--- src/rtl/md_pkg.sv ---
// Shared definitions for the multiply/divide issue controller.
// Contents:
//   - MDOp class encodings (MD_NONE .. MD_DIVU)
//   - move-to / move-from encodings (MT_HI, MT_LO, MF_HI, MF_LO)
//   - issue FSM state type
//   - default unit latency and the progress counter width / ceiling
//   - md_op_valid(): true for a real mult/div class (1..4); 5-7 count as none
package md_pkg;

  localparam logic [2:0] MD_NONE  = 3'd0;
  localparam logic [2:0] MD_MULT  = 3'd1;
  localparam logic [2:0] MD_MULTU = 3'd2;
  localparam logic [2:0] MD_DIV   = 3'd3;
  localparam logic [2:0] MD_DIVU  = 3'd4;

  localparam logic [1:0] MT_HI = 2'b01;
  localparam logic [1:0] MT_LO = 2'b10;
  localparam logic [1:0] MF_HI = 2'b01;
  localparam logic [1:0] MF_LO = 2'b10;

  typedef enum logic [1:0] {
    ST_IDLE = 2'd0,
    ST_RUN  = 2'd1
  } md_state_e;

  localparam int         MD_LAT_DEFAULT = 5;
  localparam int         CNT_W          = 4;
  localparam logic [3:0] CNT_MAX        = 4'd15;

  function automatic logic md_op_valid(input logic [2:0] op);
    return (op >= MD_MULT) && (op <= MD_DIVU);
  endfunction

endpackage

--- src/rtl/md_hazard_unit.sv ---
// Combinational D-stage hazard detection for the mult/div unit.
// A D-stage instruction is mult/div class when it is a mult/div op, a
// move-to-Hi/Lo or a move-from-Hi/Lo. Such an instruction stalls while an
// operation is being issued, is tracked as running, or the unit reports busy.
// Ports:
//   MDOp_D, MTOp_D, MFOp_D  in   D-stage instruction class fields
//   start                   in   issue pulse this cycle (busy rises a cycle later)
//   run_active              in   op tracked in flight and not completing this cycle
//   busy                    in   unit busy flag (already masked by the caller)
//   Stall_MD                out  stall request for D
module md_hazard_unit
  import md_pkg::*;
(
  input  logic [2:0] MDOp_D,
  input  logic [1:0] MTOp_D,
  input  logic [1:0] MFOp_D,
  input  logic       start,
  input  logic       run_active,
  input  logic       busy,
  output logic       Stall_MD
);

  logic md_class_d;

  always_comb begin
    md_class_d = md_op_valid(MDOp_D) | (MTOp_D != 2'b00) | (MFOp_D != 2'b00);
    Stall_MD   = md_class_d & (start | run_active | busy);
  end

endmodule

--- src/rtl/md_issue_ctrl.sv ---
// Issue and hazard controller for the multiply/divide unit.
// Issues a one-cycle start pulse with the op code from the E-stage
// instruction (suppressed on Flush), passes move-to codes through when no
// mult/div op competes, tracks the op in flight with an IDLE/RUN FSM and a
// saturating progress counter, and stalls D on mult/div-class conflicts.
// Optional build macro MD_TIMEOUT_EN: abandon an op whose busy outlives
// MD_LAT+TIMEOUT_SLACK RUN cycles, flagging md_err and releasing the stall.
// Ports:
//   Clk, Reset        clock, synchronous active-high reset
//   MDOp_E, MTOp_E    E-stage mult/div class and move-to code
//   MDOp_D, MTOp_D,
//   MFOp_D            D-stage class fields for hazard detection
//   Flush             E-stage instruction killed this cycle
//   busy              busy flag from the mult/div unit
//   start, MDOp, MTOp issue controls to the unit
//   Stall_MD          stall request for D
//   md_done           one-cycle pulse, Hi/Lo final
//   md_err            sticky error flag
module md_issue_ctrl
  import md_pkg::*;
#(
  parameter int MD_LAT        = MD_LAT_DEFAULT,
  parameter int TIMEOUT_SLACK = 4
)(
  input  logic       Clk,
  input  logic       Reset,
  input  logic [2:0] MDOp_E,
  input  logic [1:0] MTOp_E,
  input  logic [2:0] MDOp_D,
  input  logic [1:0] MTOp_D,
  input  logic [1:0] MFOp_D,
  input  logic       Flush,
  input  logic       busy,
  output logic       start,
  output logic [2:0] MDOp,
  output logic [1:0] MTOp,
  output logic       Stall_MD,
  output logic       md_done,
  output logic       md_err
);

  // The counter must be able to reach the timeout limit before saturating.
  if (MD_LAT < 1 || MD_LAT + TIMEOUT_SLACK > 15) begin : g_cfg_err
    $error("md_issue_ctrl: MD_LAT+TIMEOUT_SLACK must fit the 4-bit counter");
  end

  md_state_e        state, state_nxt;
  logic [CNT_W-1:0] cnt;
  logic             md_err_r;
  logic             md_vld_e;
  logic             in_run;
  logic             timeout;
  logic             done;
  logic             run_active;
  logic             busy_eff;
  logic             err_set;

`ifdef MD_TIMEOUT_EN
  localparam logic [CNT_W-1:0] TO_LIMIT = CNT_W'(MD_LAT + TIMEOUT_SLACK);
  // After a timeout the unit may keep busy stuck high; ignore it until it
  // finally drops so the stall stays released.
  logic busy_ignore;
`endif

  always_comb begin
    md_vld_e = md_op_valid(MDOp_E);
    in_run   = (state == ST_RUN);

    start = (state == ST_IDLE) & md_vld_e & ~Flush;
    MDOp  = start ? MDOp_E : MD_NONE;
    MTOp  = ((state == ST_IDLE) & ~Flush & ~md_vld_e) ? MTOp_E : 2'b00;

`ifdef MD_TIMEOUT_EN
    timeout  = in_run & busy & (cnt >= TO_LIMIT);
    busy_eff = busy & ~busy_ignore & ~timeout;
`else
    timeout  = 1'b0;
    busy_eff = busy;
`endif

    // cnt==0 is the first RUN cycle, where busy is expected high; a low
    // busy there is an error, not a completion.
    done       = in_run & ((~busy & (cnt != '0)) | timeout);
    run_active = in_run & ~done;

    err_set = (in_run & (cnt == '0) & ~busy) | (in_run & md_vld_e) | timeout;

    state_nxt = state;
    case (state)
      ST_IDLE: if (start) state_nxt = ST_RUN;
      ST_RUN:  if (done)  state_nxt = ST_IDLE;
      default: state_nxt = ST_IDLE;
    endcase

    md_done = done;
    md_err  = md_err_r;
  end

  md_hazard_unit u_hazard (
    .MDOp_D     (MDOp_D),
    .MTOp_D     (MTOp_D),
    .MFOp_D     (MFOp_D),
    .start      (start),
    .run_active (run_active),
    .busy       (busy_eff),
    .Stall_MD   (Stall_MD)
  );

  always_ff @(posedge Clk) begin
    if (Reset) begin
      state    <= ST_IDLE;
      cnt      <= '0;
      md_err_r <= 1'b0;
    end else begin
      state    <= state_nxt;
      md_err_r <= md_err_r | err_set;
      if (state != ST_RUN) begin
        cnt <= '0;
      end else if (cnt != CNT_MAX) begin
        cnt <= cnt + 1'b1;
      end
    end
  end

`ifdef MD_TIMEOUT_EN
  always_ff @(posedge Clk) begin
    if (Reset) begin
      busy_ignore <= 1'b0;
    end else if (timeout) begin
      busy_ignore <= 1'b1;
    end else if (!busy) begin
      busy_ignore <= 1'b0;
    end
  end
`endif

endmodule

--- config.mk ---
export PLATFORM = sky130hd
export DESIGN_NAME = md_issue_ctrl
export DESIGN_NICKNAME = d
export VERILOG_FILES = /design/src/rtl/md_pkg.sv /design/src/rtl/md_hazard_unit.sv /design/src/rtl/md_issue_ctrl.sv
export SDC_FILE = /design/constraint.sdc
export NUM_CORES = 1
export LEC_CHECK = 0
export BUFFER_PORTS_ARGS = -buffer_cell sky130_fd_sc_hd__buf_4
export CELL_PAD_IN_SITES_DETAIL_PLACEMENT = 1
export CELL_PAD_IN_SITES_GLOBAL_PLACEMENT = 1
export CORE_MARGIN = 2
export CORE_UTILIZATION = 28
export DETAILED_ROUTE_END_ITERATION = 10
export PLACE_DENSITY_LB_ADDON = 0.2
export SYNTH_ARGS = -nofsm -noshare
export SYNTH_HDL_FRONTEND = slang
export SYNTH_SLANG_ARGS = --single-unit
--- constraint.sdc ---
create_clock -name Clk -period 2.73 [get_ports Clk]
set_input_delay 0.273 -clock Clk [delete_from_list [all_inputs] [get_ports Clk]]
set_output_delay 0.273 -clock Clk [all_outputs]
set_load 0.02 [all_outputs]
== Word level (Yosys, flattened, before mapping) ==
Index checks and enable logic that the tools add are counted.
Word-level totals
  flip-flop bits (word level): 7
  bits of input ports: 16
  output and inout port bits: 9
  word-level logic and storage cells: 48
Operators by class
  add/sub/neg operators: 1
  order comparisons: 4
  eq/ne operators: 5
  multiplexer cells: 5
  bitwise gates (word level): 21
  reduce and logical (&&, ||, !) cells: 9
Operators with widths (number)
  $and 1x1->1: 11
  $ge 3x1->1 const B: 2
  $le 3x3->1 const B: 2
  $mux 2: 3
  $or 1x1->1: 6
  $add 4x1->4 const B: 1
  $logic_not 4->1: 1
  $ne 2x1->1 const B: 2
  $ne 4x4->1 const B: 1
  $not 1->1: 4
  $pmux 2 s2: 1
  $reduce_bool 2->1: 2
  $reduce_bool 4->1: 1
  $mux 3: 1
  $eq 2x1->1 const B: 1
  $logic_and 1x1->1: 2
  $logic_not 2->1: 1
  $ne 2x2->1 const B: 1
  $reduce_and 2->1: 1
  $reduce_or 2->1: 1

== Depth between registers and ports, before layout ==
Gate-level depths: netlist of the first run.
  word-level depth: 8
  mapped depth: 5
  depth with buffers taken out: 5

== Hierarchy ==
A second synthesis of the first run with hierarchy kept.
Second synthesis, totals
  cells, all modules: 51
  area total of the unflattened synthesis: 394.1 µm²
By module, submodules not included
  md_issue_ctrl: instances 1, cells an instance 46, area each 359.1 µm², sequential area each 120.1 µm²
  md_hazard_unit: instances 1, cells an instance 5, area each 35.0 µm², sequential area each 0.0 µm²

== Worst setup path before layout of the first run ==
Ideal clock, no wire load.
  path kind: reg2out
  from: register cnt[0]
  to: output port Stall_MD
  arrival: 1.305 ns
  required time: 2.457 ns
  slack: 1.152 ns
  stages on the path, launching flop included: 6
  buffers on the path: 0
  path through: dfxtp_1 > inv_1 > ha_1 > nor3b_1 > a21oi_1 > a22oi_1
On the way
  longest elaborated chain between the ends: 8
Ends and longest elaborated chain
  start, declared: RTL line md_issue_ctrl.sv:48  | logic [CNT_W-1:0] cnt;
  start signal, assigned: RTL line md_issue_ctrl.sv:120  | cnt <= cnt + 1'b1;
  $reduce_bool 4->1: RTL line md_issue_ctrl.sv:83  | done = in_run & ((~busy & (cnt != '0)) | timeout);
  $and 1x1->1 (2 in series): RTL line md_issue_ctrl.sv:83
  $not 1->1: RTL line md_issue_ctrl.sv:84  | run_active = in_run & ~done;
  $and 1x1->1: RTL line md_issue_ctrl.sv:84
  $or 1x1->1 (2 in series): RTL line md_hazard_unit.sv:27  | Stall_MD = md_class_d & (start | run_active | busy);
  $and 1x1->1: RTL line md_hazard_unit.sv:27
  end, declared: RTL line md_issue_ctrl.sv:37  | output logic Stall_MD,
No other way between the ends.

== Worst setup path after layout of the first run ==
Ends and elaborated chain as after synthesis.

==> results of run 1 <==
-- worst max-delay path by stage --
stage	startpoint	to	slack, ps	cells past startpoint
after detailed placement	cnt[0]	Stall_MD	1100	6
after CTS	cnt[0]	Stall_MD	840	6
after floorplan	cnt[0]	Stall_MD	1150	5
after global placement	cnt[0]	Stall_MD	1130	6
final	cnt[0]	Stall_MD	820	6
after global routing	cnt[1]	Stall_MD	700	6
-- synth_stat cells --
cell type	n
a21oi_1	2
a22oi_1	2
a31oi_1	1
and2_1	3
and2_2	1
and3b_1	2
dfxtp_1	6
ha_1	2
inv_1	5
mux2i_1	1
nand2_1	1
nand2b_1	1
nand3_1	2
nand3_2	1
nor2_1	6
nor3_1	2
nor3b_1	3
nor4_1	1
o21ai_0	2
o22ai_1	1
or3_4	1
xnor2_1	1
xor2_1	1
-- kinds of logic after synthesis --
group | Yosys count | share of synthesized area
and+or+nand+nor | 24 | 0.380
muxes | 1 | 0.0260
buffers and inverters | 5 | 0.0487
xor gates and xnor gates | 2 | 0.0455
DFF | 6 | 0.312
AOI/OAI and AO/OA | 8 | 0.123
adders and majority gates | 2 | 0.0649
-- area by class of cell --
cell class | instances | area, sq um | share of cell area
multi-input cells | 37 | 246 | 0.406
repair buffers | 24 | 180 | 0.297
flip-flops and latches | 6 | 120 | 0.198
clock buffers | 3 | 22.5 | 0.0371
inverters | 5 | 18.8 | 0.0309
well taps | 15 | 18.8 | 0.0309
-- state kept, by name, indices dropped and copies added (netlist names) --
name,flops
cnt,4
state,1
md_err,1
-- power by group --
part | leakage, nW | switching [mW] | internal, mW
Clock | 0.0138 | 0.0304 | 0.0496
Sequential | 0.0488 | 0.00315 | 0.0917
Combinational | 0.234 | 0.0295 | 0.0347
-- worst max-delay path: cells and delay by family (launching register included) --
kind | cells | cell delay (ps)
AND/OR/NAND/NOR | 1 | 390
buffers and inverters | 2 | 240
AO/OA/AOI/OAI | 2 | 290
flip-flops | 1 | 340
adder cells (fa/ha/maj) | 1 | 130
-- layer usage --
metal	track usage	part of all wire	up-vias
met2	0.227	0.48	17
met1	0.142	0.40	193
met5	0	0	-
met3	0.0489	0.12	0
li1	-	-	225
met4	0.0484	0	0
-- layout by cell type (no fill, tap or decap) --
master     n
buf_4     24
nor2_1     6
dfxtp_1    6
inv_1      5
and2_1     3
nor3b_1    3
clkbuf_4   3
o21ai_0    2
and3b_1    2
a21oi_1    2
a22oi_1    2
nand3_1    2
nor3_1     2
ha_1       2
or3_4      1
nand3_2    1
and2_2     1
nor4_1     1
xor2_1     1
nand2b_1   1
xnor2_1    1
nand2_1    1
a31oi_1    1
o22ai_1    1
mux2i_1    1
==> flow_summary_export.csv, run 1 <==
group,metric,value,unit
run_status,status,"finished, final reports clean",
clocking,numCtsBuffers,3,
worst_hold_path,min_path_type,"in -> reg",
sta,worst_slew_pin_slew,441,ps
logic_synthesis,syn_area,385,sq um
clocking,cts_sinks,6,
layout,diodes,0,
routing,drc,0,
placement,place_ws,1100,ps
layout,fin_cells,90,
sta,layout_min_cycle_time,1910,ps
die,die_area,1690,sq um
die,rows,13,
global_route,grt_overflow_total,0,
layout,drive_above_1_share,0.400,
worst_hold_path,hold_end,"state[0]",
clocking,clkSlewWorstSetupHoldPaths,40,ps
layout,utilization,0.466,
routing,first_iter_violations,0,
sta,finalSetupViolCount,0,
placement,hpwl,840,microns
logic_synthesis,ys_ff_latch,6,
die,fp.dieH,41.1,microns
global_route,antenna_found_initial,0,
sta,fin_hold_ws,197,ps
pwr,power_density,394,nW/um^2
global_route,grt_max_degree,7,
pwr,power.total,0.239,mW
global_route,grtUsageTotal,0.130,
routing,antenna_left,0,
sta,drv_slew,0,
critical_path,worst_path_largest_cell_delay,390,ps
critical_path,arrival,1640,ps
die,core_area,1300,sq um
critical_path,r2r_end,"state[0]",
pwr,total_leakage_power,0.297,nW
die,io_pins,25,
placement,portBuffers,24,
sta,relSlewSlack,0.706,
routing,dr_total_vias,435,
critical_path,reg2regPathDepth,5,
logic_synthesis,yosysUniqueCellTypes,23,
clocking,postCtsSetupBuffers,0,
die,fp.dieW,41.1,microns
logic_synthesis,synth_top_area_share,0.312,
critical_path,endpoint_kind,"output port",
placement,place_congestion,0.675,
critical_path,rr_startpoint,"cnt[0]",
clocking,h-tree-depth,1,
layout,fin_nets,95,
logic_synthesis,synthCells,48,
logic_synthesis,synth_area_leaders,"dfxtp_1 (31%), ha_1 (6.5%), nor2_1 (5.8%), nor3b_1 (5.8%), and2_1 (4.9%)",
sta,max_freq,0.524,GHz
layout,post-route-cell-area,607,sq um
sta,setup_tns,0,ps
clocking,cts_tree,"yes",
logic_synthesis,syn-mean-instance-area,8.03,sq um
layout,areaGrowthSynthToFinish,57.5,%
routing,first_pass_iters,1,
sta,skew,1.27,ps
sta,hold_viol_final,0,
worst_hold_path,holdPathStages,2,
critical_path,crit_required,2460,ps
critical_path,slowest_stage,"nor3b_1",
sta,grt_setup_unrepaired,"no",
critical_path,worstPathCellList,"inv_1 > ha_1 > nor3b_1 > a21oi_1 > a22oi_1 > buf_4",
critical_path,start_kind,"register",
clocking,clock_latency,240,ps
logic_synthesis,syn_nets,66,
global_route,grt_pass1_vias,353,
layout,nFillCells,171,
clocking,clk_path_buf_depth,2,
sta,setup_slack,822,ps
pwr,ir_drop,159,uV
logic_synthesis,synth_warnings,0,
routing,wl_per_cell,10.9,microns
routing,viasPerCell,4.83,
critical_path,worst-setup-path-type,"reg -> out",
sta,post-route-period-util,0.699,
global_route,grt_pass1_wl,1420,microns
logic_synthesis,yosys.area.top_type,"dfxtp_1",
placement,post-place-cells,87,
critical_path,path_max_fanout,5,
clocking,post_cts_resized,0,
die,start_util,0.296,
routing,drt-total-wl,983,microns
critical_path,reg2reg_slack,1460,ps
placement,place_area,584,sq um
clocking,ctsHoldBuffers,0,
logic_synthesis,seq_area_frac_synth,0.312,
flow_run,drv_cap,0,
worst_hold_path,hold_start,"Reset",
clocking,root_buffer,"clkbuf_4",
Power figures use the tool's default switching activity.
==> run 2: changes to the inputs <==
--- a/config.mk
+++ b/config.mk
@@ -9,7 +9,7 @@
 export CELL_PAD_IN_SITES_DETAIL_PLACEMENT = 1
 export CELL_PAD_IN_SITES_GLOBAL_PLACEMENT = 1
 export CORE_MARGIN = 2
-export CORE_UTILIZATION = 28
+export CORE_UTILIZATION = 23
 export DETAILED_ROUTE_END_ITERATION = 10
 export PLACE_DENSITY_LB_ADDON = 0.2
 export SYNTH_ARGS = -nofsm -noshare
==> constraint.sdc (replaced) <==
create_clock -name Clk -period 1.6 [get_ports Clk]
set_input_delay 0.16 -clock Clk [delete_from_list [all_inputs] [get_ports Clk]]
set_output_delay 0.16 -clock Clk [all_outputs]
set_load 0.02 [all_outputs]
==> run 2 against run 1 <==
  * Worst hold slack lost 110 ps
  * Cell area up 12%
  * Non-clock buffer count rose by 3
  * Clock power increased by 71%
  * First-iteration DRC count increased by 5
  * Critical endpoint is now md_done
  * Largest power group unchanged
  * Highest routed layer unchanged
==> flow_summary_export.csv, run 2 (same netlist as run 1, synthesis figures left out) <==
group,metric,value,unit
routing,antenna_left,0,
clocking,numCtsBuffers,3,
pwr,p_sw_frac,0.271,
critical_path,rr_startpoint,"cnt[1]",
layout,largest_register_ffs,4,
critical_path,endpoint_kind,"output port",
layout,diodes,0,
layout,nFillCells,188,
placement,portBuffers,24,
critical_path,start_kind,"register",
critical_path,crit_required,1440,ps
worst_hold_path,hold_end,"state[0]",
critical_path,reg2reg_slack,280,ps
routing,first_iter_violations,5,
sta,max_freq,0.638,GHz
pwr,pwr-share-clk,0.323,
critical_path,arrival,1410,ps
layout,areaGrowthSynthToFinish,76.9,%
sta,drv_slew,0,
clocking,h-tree-depth,1,
critical_path,r2r_end,"md_err",
pwr,power_density,623,nW/um^2
worst_hold_path,min_path_type,"in -> reg",
layout,fin_cells,94,
clocking,cts_tree,"yes",
die,fp.dieH,44.9,microns
clocking,cts_sinks,6,
critical_path,path_max_fanout,5,
clocking,clk_path_buf_depth,2,
clocking,root_buffer,"clkbuf_4",
layout,regArea,128,sq um
pwr,p_int,0.309,mW
global_route,grt_overflow_total,0,
sta,relSlewSlack,0.740,
layout,multiInputGateArea,287,sq um
sta,finalSetupViolCount,0,
sta,post-route-period-util,0.980,
layout,drive_above_1_share,0.551,
routing,drt-total-wl,1090,microns
placement,post-place-cells,89,
layout,post-route-cell-area,682,sq um
die,die_area,2020,sq um
worst_hold_path,holdPathStages,2,
run_status,status,"finished, final reports clean",
routing,dr_total_vias,429,
sta,layout_min_cycle_time,1570,ps
global_route,grt_max_degree,7,
placement,hpwl,828,microns
placement,place_congestion,0.737,
die,start_util,0.250,
critical_path,worst_path_largest_cell_delay,360,ps
flow_run,drv_cap,0,
die,core_area,1540,sq um
sta,fin_hold_ws,84.4,ps
layout,layout_common_cells,"buf_4 (26), nor2_1 (5), dfxtp_1 (4)",
global_route,grtUsageTotal,0.107,
pwr,p_sw,0.115,mW
pwr,total_leakage_power,0.323,nW
routing,first_pass_iters,2,
critical_path,worst-setup-path-type,"reg -> out",
worst_hold_path,hold_start,"Reset",
layout,fin_nets,98,
routing,wl_per_cell,11.6,microns
routing,viasPerCell,4.56,
global_route,grt_pass1_vias,392,
clocking,clkSlewWorstSetupHoldPaths,50,ps
critical_path,slowest_stage,"dfxtp_4",
layout,top_register,"cnt",
critical_path,reg2regPathDepth,7,
global_route,antenna_found_initial,0,
global_route,grt_pass1_wl,1570,microns
sta,grt_setup_unrepaired,"yes",
routing,drc,0,
die,rows,14,
placement,place_area,593,sq um
pwr,power.total,0.424,mW
layout,final_common_cell,"buf_4",
sta,skew,0.990,ps
critical_path,worstPathCellList,"inv_2 > ha_4 > nor3b_4 > buf_6 > nor3b_2 > buf_4",
clocking,clock_latency,240,ps
sta,worst_slew_pin_slew,387,ps
sta,hold_viol_final,0,
pwr,p_comb_frac,0.300,
die,io_pins,25,
pwr,sequentialPowerShare,0.376,
sta,setup_tns,0,ps
die,fp.dieW,44.9,microns
pwr,ir_drop,333,uV
## run 2: final cells by class
cell class / instances / area share
timing repair buffer: 27 / 0.303
inverter: 5 / 0.0275
sequential: 6 / 0.187
clock buffer: 3 / 0.0330
multi-input combinational: 37 / 0.420
tap: 16 / 0.0294
## run 2: worst max path at each step
stage | startpoint | end | slack, ps | depth (start not counted)
2_1_floorplan | cnt[0] | Stall_MD | 130 | 5
3_3_place_gp | cnt[0] | md_done | 200 | 6
3_5_place_dp | cnt[0] | md_done | 110 | 6
4_1_cts | cnt[0] | md_done | -30 | 6
5_1_grt | cnt[1] | md_done | -30 | 6
6_report | cnt[1] | md_done | 30 | 6
## run 2: routing by layer
| metal | part of all wire | vias to the layer above | global-route usage |
|---|---|---|---|
| li1 | - | 228 | - |
| met1 | 0.50 | 190 | 0.134 |
| met2 | 0.44 | 11 | 0.166 |
| met3 | 0.060 | 0 | 0.0200 |
| met4 | 0 | 0 | 0.0706 |
| met5 | 0 | - | 0 |
## run 2: worst max-delay path: cells and delay by family, from the launching register on
kind,cells,cell delay [ps]
buf+inv,3,330
flops,1,360
fa+ha+maj,1,140
simple gates,2,320
## run 2: power groups by stage
stage	Combinational [mW]	Sequential, mW	Clock, mW
finish	0.127	0.160	0.137
global route	0.138	0.160	0.154
CTS	0.115	0.161	0.145
detailed placement	0.113	0.165	0
global placement	0.113	0.164	0
floorplan	0.0505	0.166	0
## run 2: repair_timing
item,CTS,global route
hold buffers,0,0
setup endpoints to repair,2,2
resized for setup,5,10
setup buffers,0,2
pin swaps,0,1
## run 2: per-stage QoR
stage / utilization / worst slack (ps)
finish: 0.442 / 31.7
global route: 0.442 / -25.8
CTS: 0.409 / -29.8
detailed placement: 0.385 / 114
global placement: 0.385 / 196
floorplan: - / 135
==> run 3: changes to the inputs <==
--- a/config.mk
+++ b/config.mk
@@ -12,6 +12,7 @@
 export CORE_UTILIZATION = 23
 export DETAILED_ROUTE_END_ITERATION = 10
 export PLACE_DENSITY_LB_ADDON = 0.2
+export RECOVER_POWER = 25
 export SYNTH_ARGS = -nofsm -noshare
 export SYNTH_HDL_FRONTEND = slang
 export SYNTH_SLANG_ARGS = --single-unit
==> run 3 against run 2 <==
  * Worst hold slack about the same
  * Global-route usage unchanged
  * Fmax about the same
  * Sequential cell count unchanged
  * Non-clock buffer count unchanged
  * Clock-buffer cell count unchanged
  * Largest power group unchanged
==> flow_summary_export.csv, run 3 (same netlist as run 1, synthesis figures left out) <==
group,metric,value,unit
layout,diodes,0,
layout,fin_nets,98,
routing,wl_per_cell,11.6,microns
sta,setup_tns,0,ps
die,start_util,0.250,
sta,layout_min_cycle_time,1570,ps
global_route,grtUsageTotal,0.107,
critical_path,worstPathCellList,"inv_2 > ha_4 > nor3b_4 > buf_6 > nor3b_2 > buf_4",
critical_path,arrival,1410,ps
worst_hold_path,min_path_type,"in -> reg",
critical_path,reg2regPathDepth,7,
layout,drive_above_1_share,0.526,
routing,antenna_left,0,
sta,hold_viol_final,0,
sta,drv_slew,0,
sta,grt_setup_unrepaired,"yes",
sta,worst_slew_pin_slew,387,ps
critical_path,crit_buf_inv,3,
routing,drt-total-wl,1090,microns
die,die_area,2020,sq um
critical_path,worstSetupStartpoint,"cnt[1]",
clocking,root_buffer,"clkbuf_4",
routing,first_iter_violations,5,
pwr,power_density,625,nW/um^2
critical_path,endpoint_kind,"output port",
global_route,grt_max_degree,7,
sta,post-route-period-util,0.980,
placement,place_area,593,sq um
critical_path,slowest_stage,"dfxtp_4",
sta,max_freq,0.638,GHz
layout,top_register,"cnt",
placement,place_ws,114,ps
placement,place_congestion,0.737,
clocking,clock_latency,240,ps
clocking,cts_sinks,6,
critical_path,rr_startpoint,"cnt[1]",
critical_path,worst_path_largest_cell_delay,360,ps
die,io_pins,25,
layout,largest_register_ffs,4,
global_route,grt_pass1_wl,1570,microns
global_route,grt_pass1_vias,392,
clocking,clk_path_buf_depth,2,
pwr,total_leakage_power,0.315,nW
critical_path,crit_cells,6,
die,core_area,1540,sq um
routing,drc,0,
critical_path,worst-setup-path-type,"reg -> out",
clocking,ctsHoldBuffers,0,
sta,skew,0.961,ps
critical_path,crit_required,1440,ps
clocking,clkSlewWorstSetupHoldPaths,50,ps
run_status,status,"finished, final reports clean",
critical_path,r2r_end,"md_err",
global_route,antenna_found_initial,0,
placement,hpwl,828,microns
layout,final_common_cell,"buf_4",
placement,portBuffers,24,
die,fp.dieH,44.9,microns
sta,setup_slack,31.8,ps
die,rows,14,
critical_path,path_max_fanout,5,
die,fp.dieW,44.9,microns
layout,utilization,0.438,
routing,viasPerCell,4.56,
layout,nFillCells,191,
critical_path,endpoint,"md_done",
critical_path,start_kind,"register",
global_route,grt_overflow_total,0,
clocking,cts_tree,"yes",
routing,dr_total_vias,429,
sta,relSlewSlack,0.740,
critical_path,path_delay_family,"flip-flops",
sta,finalSetupViolCount,0,
pwr,power.total,0.421,mW
critical_path,reg2reg_slack,280,ps
layout,post-route-cell-area,674,sq um
layout,layout_common_cells,"buf_4 (24), nor2_1 (5), dfxtp_1 (4)",
layout,areaGrowthSynthToFinish,75.0,%
clocking,numCtsBuffers,3,
routing,first_pass_iters,2,
clocking,h-tree-depth,1,
flow_run,drv_cap,0,
pwr,ir_drop,333,uV
==> run 3: changes by cell type in the layout (fill, tap and decap cells not counted) <==
cell and delta:
buf_4 -2, clkbuf_1 +2
==> run 3: metrics by stage <==
step,instances,hold slack (ps)
4_1_cts,92,75.4
2_1_floorplan,48,229
6_report,94,84.3
3_3_place_gp,89,335
3_5_place_dp,89,335
5_1_grt,94,80.8
==> run 3: power by group <==
group,internal (mW),switching (mW),total [mW]
sequential,0.154,0.00556,0.160
combinational,0.0677,0.0569,0.125
clock,0.0847,0.0526,0.137
==> run 3: worst reg2reg max path, delay by kind of cell (launching register included) <==
kind,cells,cell delay (ps)
flip-flops,1,360
buffers and inverters,3,300
AO/OA/AOI/OAI,2,240
AND/OR/NAND/NOR,1,150
adder cells (fa/ha/maj),1,140
==> run 3: area by class of cell <==
type	count	area (sq um)	share of cell area
inverter	5	18.8	0.0278
multi-input combinational	37	287	0.425
timing repair buffer	27	199	0.295
sequential	6	128	0.189
tap	16	20.0	0.0297
clock buffer	3	22.5	0.0334
==> run 3: repair_timing <==
action	CTS	global route
setup endpoints to repair	2	2
buffers inserted	0	2
pin swaps	0	1
gates resized for setup	5	10
==> run 3: worst min path at each step <==
stage	startpoint	to	slack, ps	cells past startpoint
floorplan	Reset	state[0]	230	1
global route	Reset	state[0]	80	2
detailed placement	Reset	state[0]	330	2
global placement	Reset	state[0]	340	2
CTS	Reset	state[0]	80	2
finish	Reset	state[0]	80	2
==> run 3: routing by layer <==
layer | vias up | share of wire | GRT usage | wire length [microns]
li1 | 228 | - | - | -
met1 | 190 | 0.50 | 0.134 | 539
met3 | 0 | 0.060 | 0.0200 | 65
met5 | - | 0 | 0 | 0
met2 | 11 | 0.44 | 0.166 | 482
met4 | 0 | 0 | 0.0706 | 0
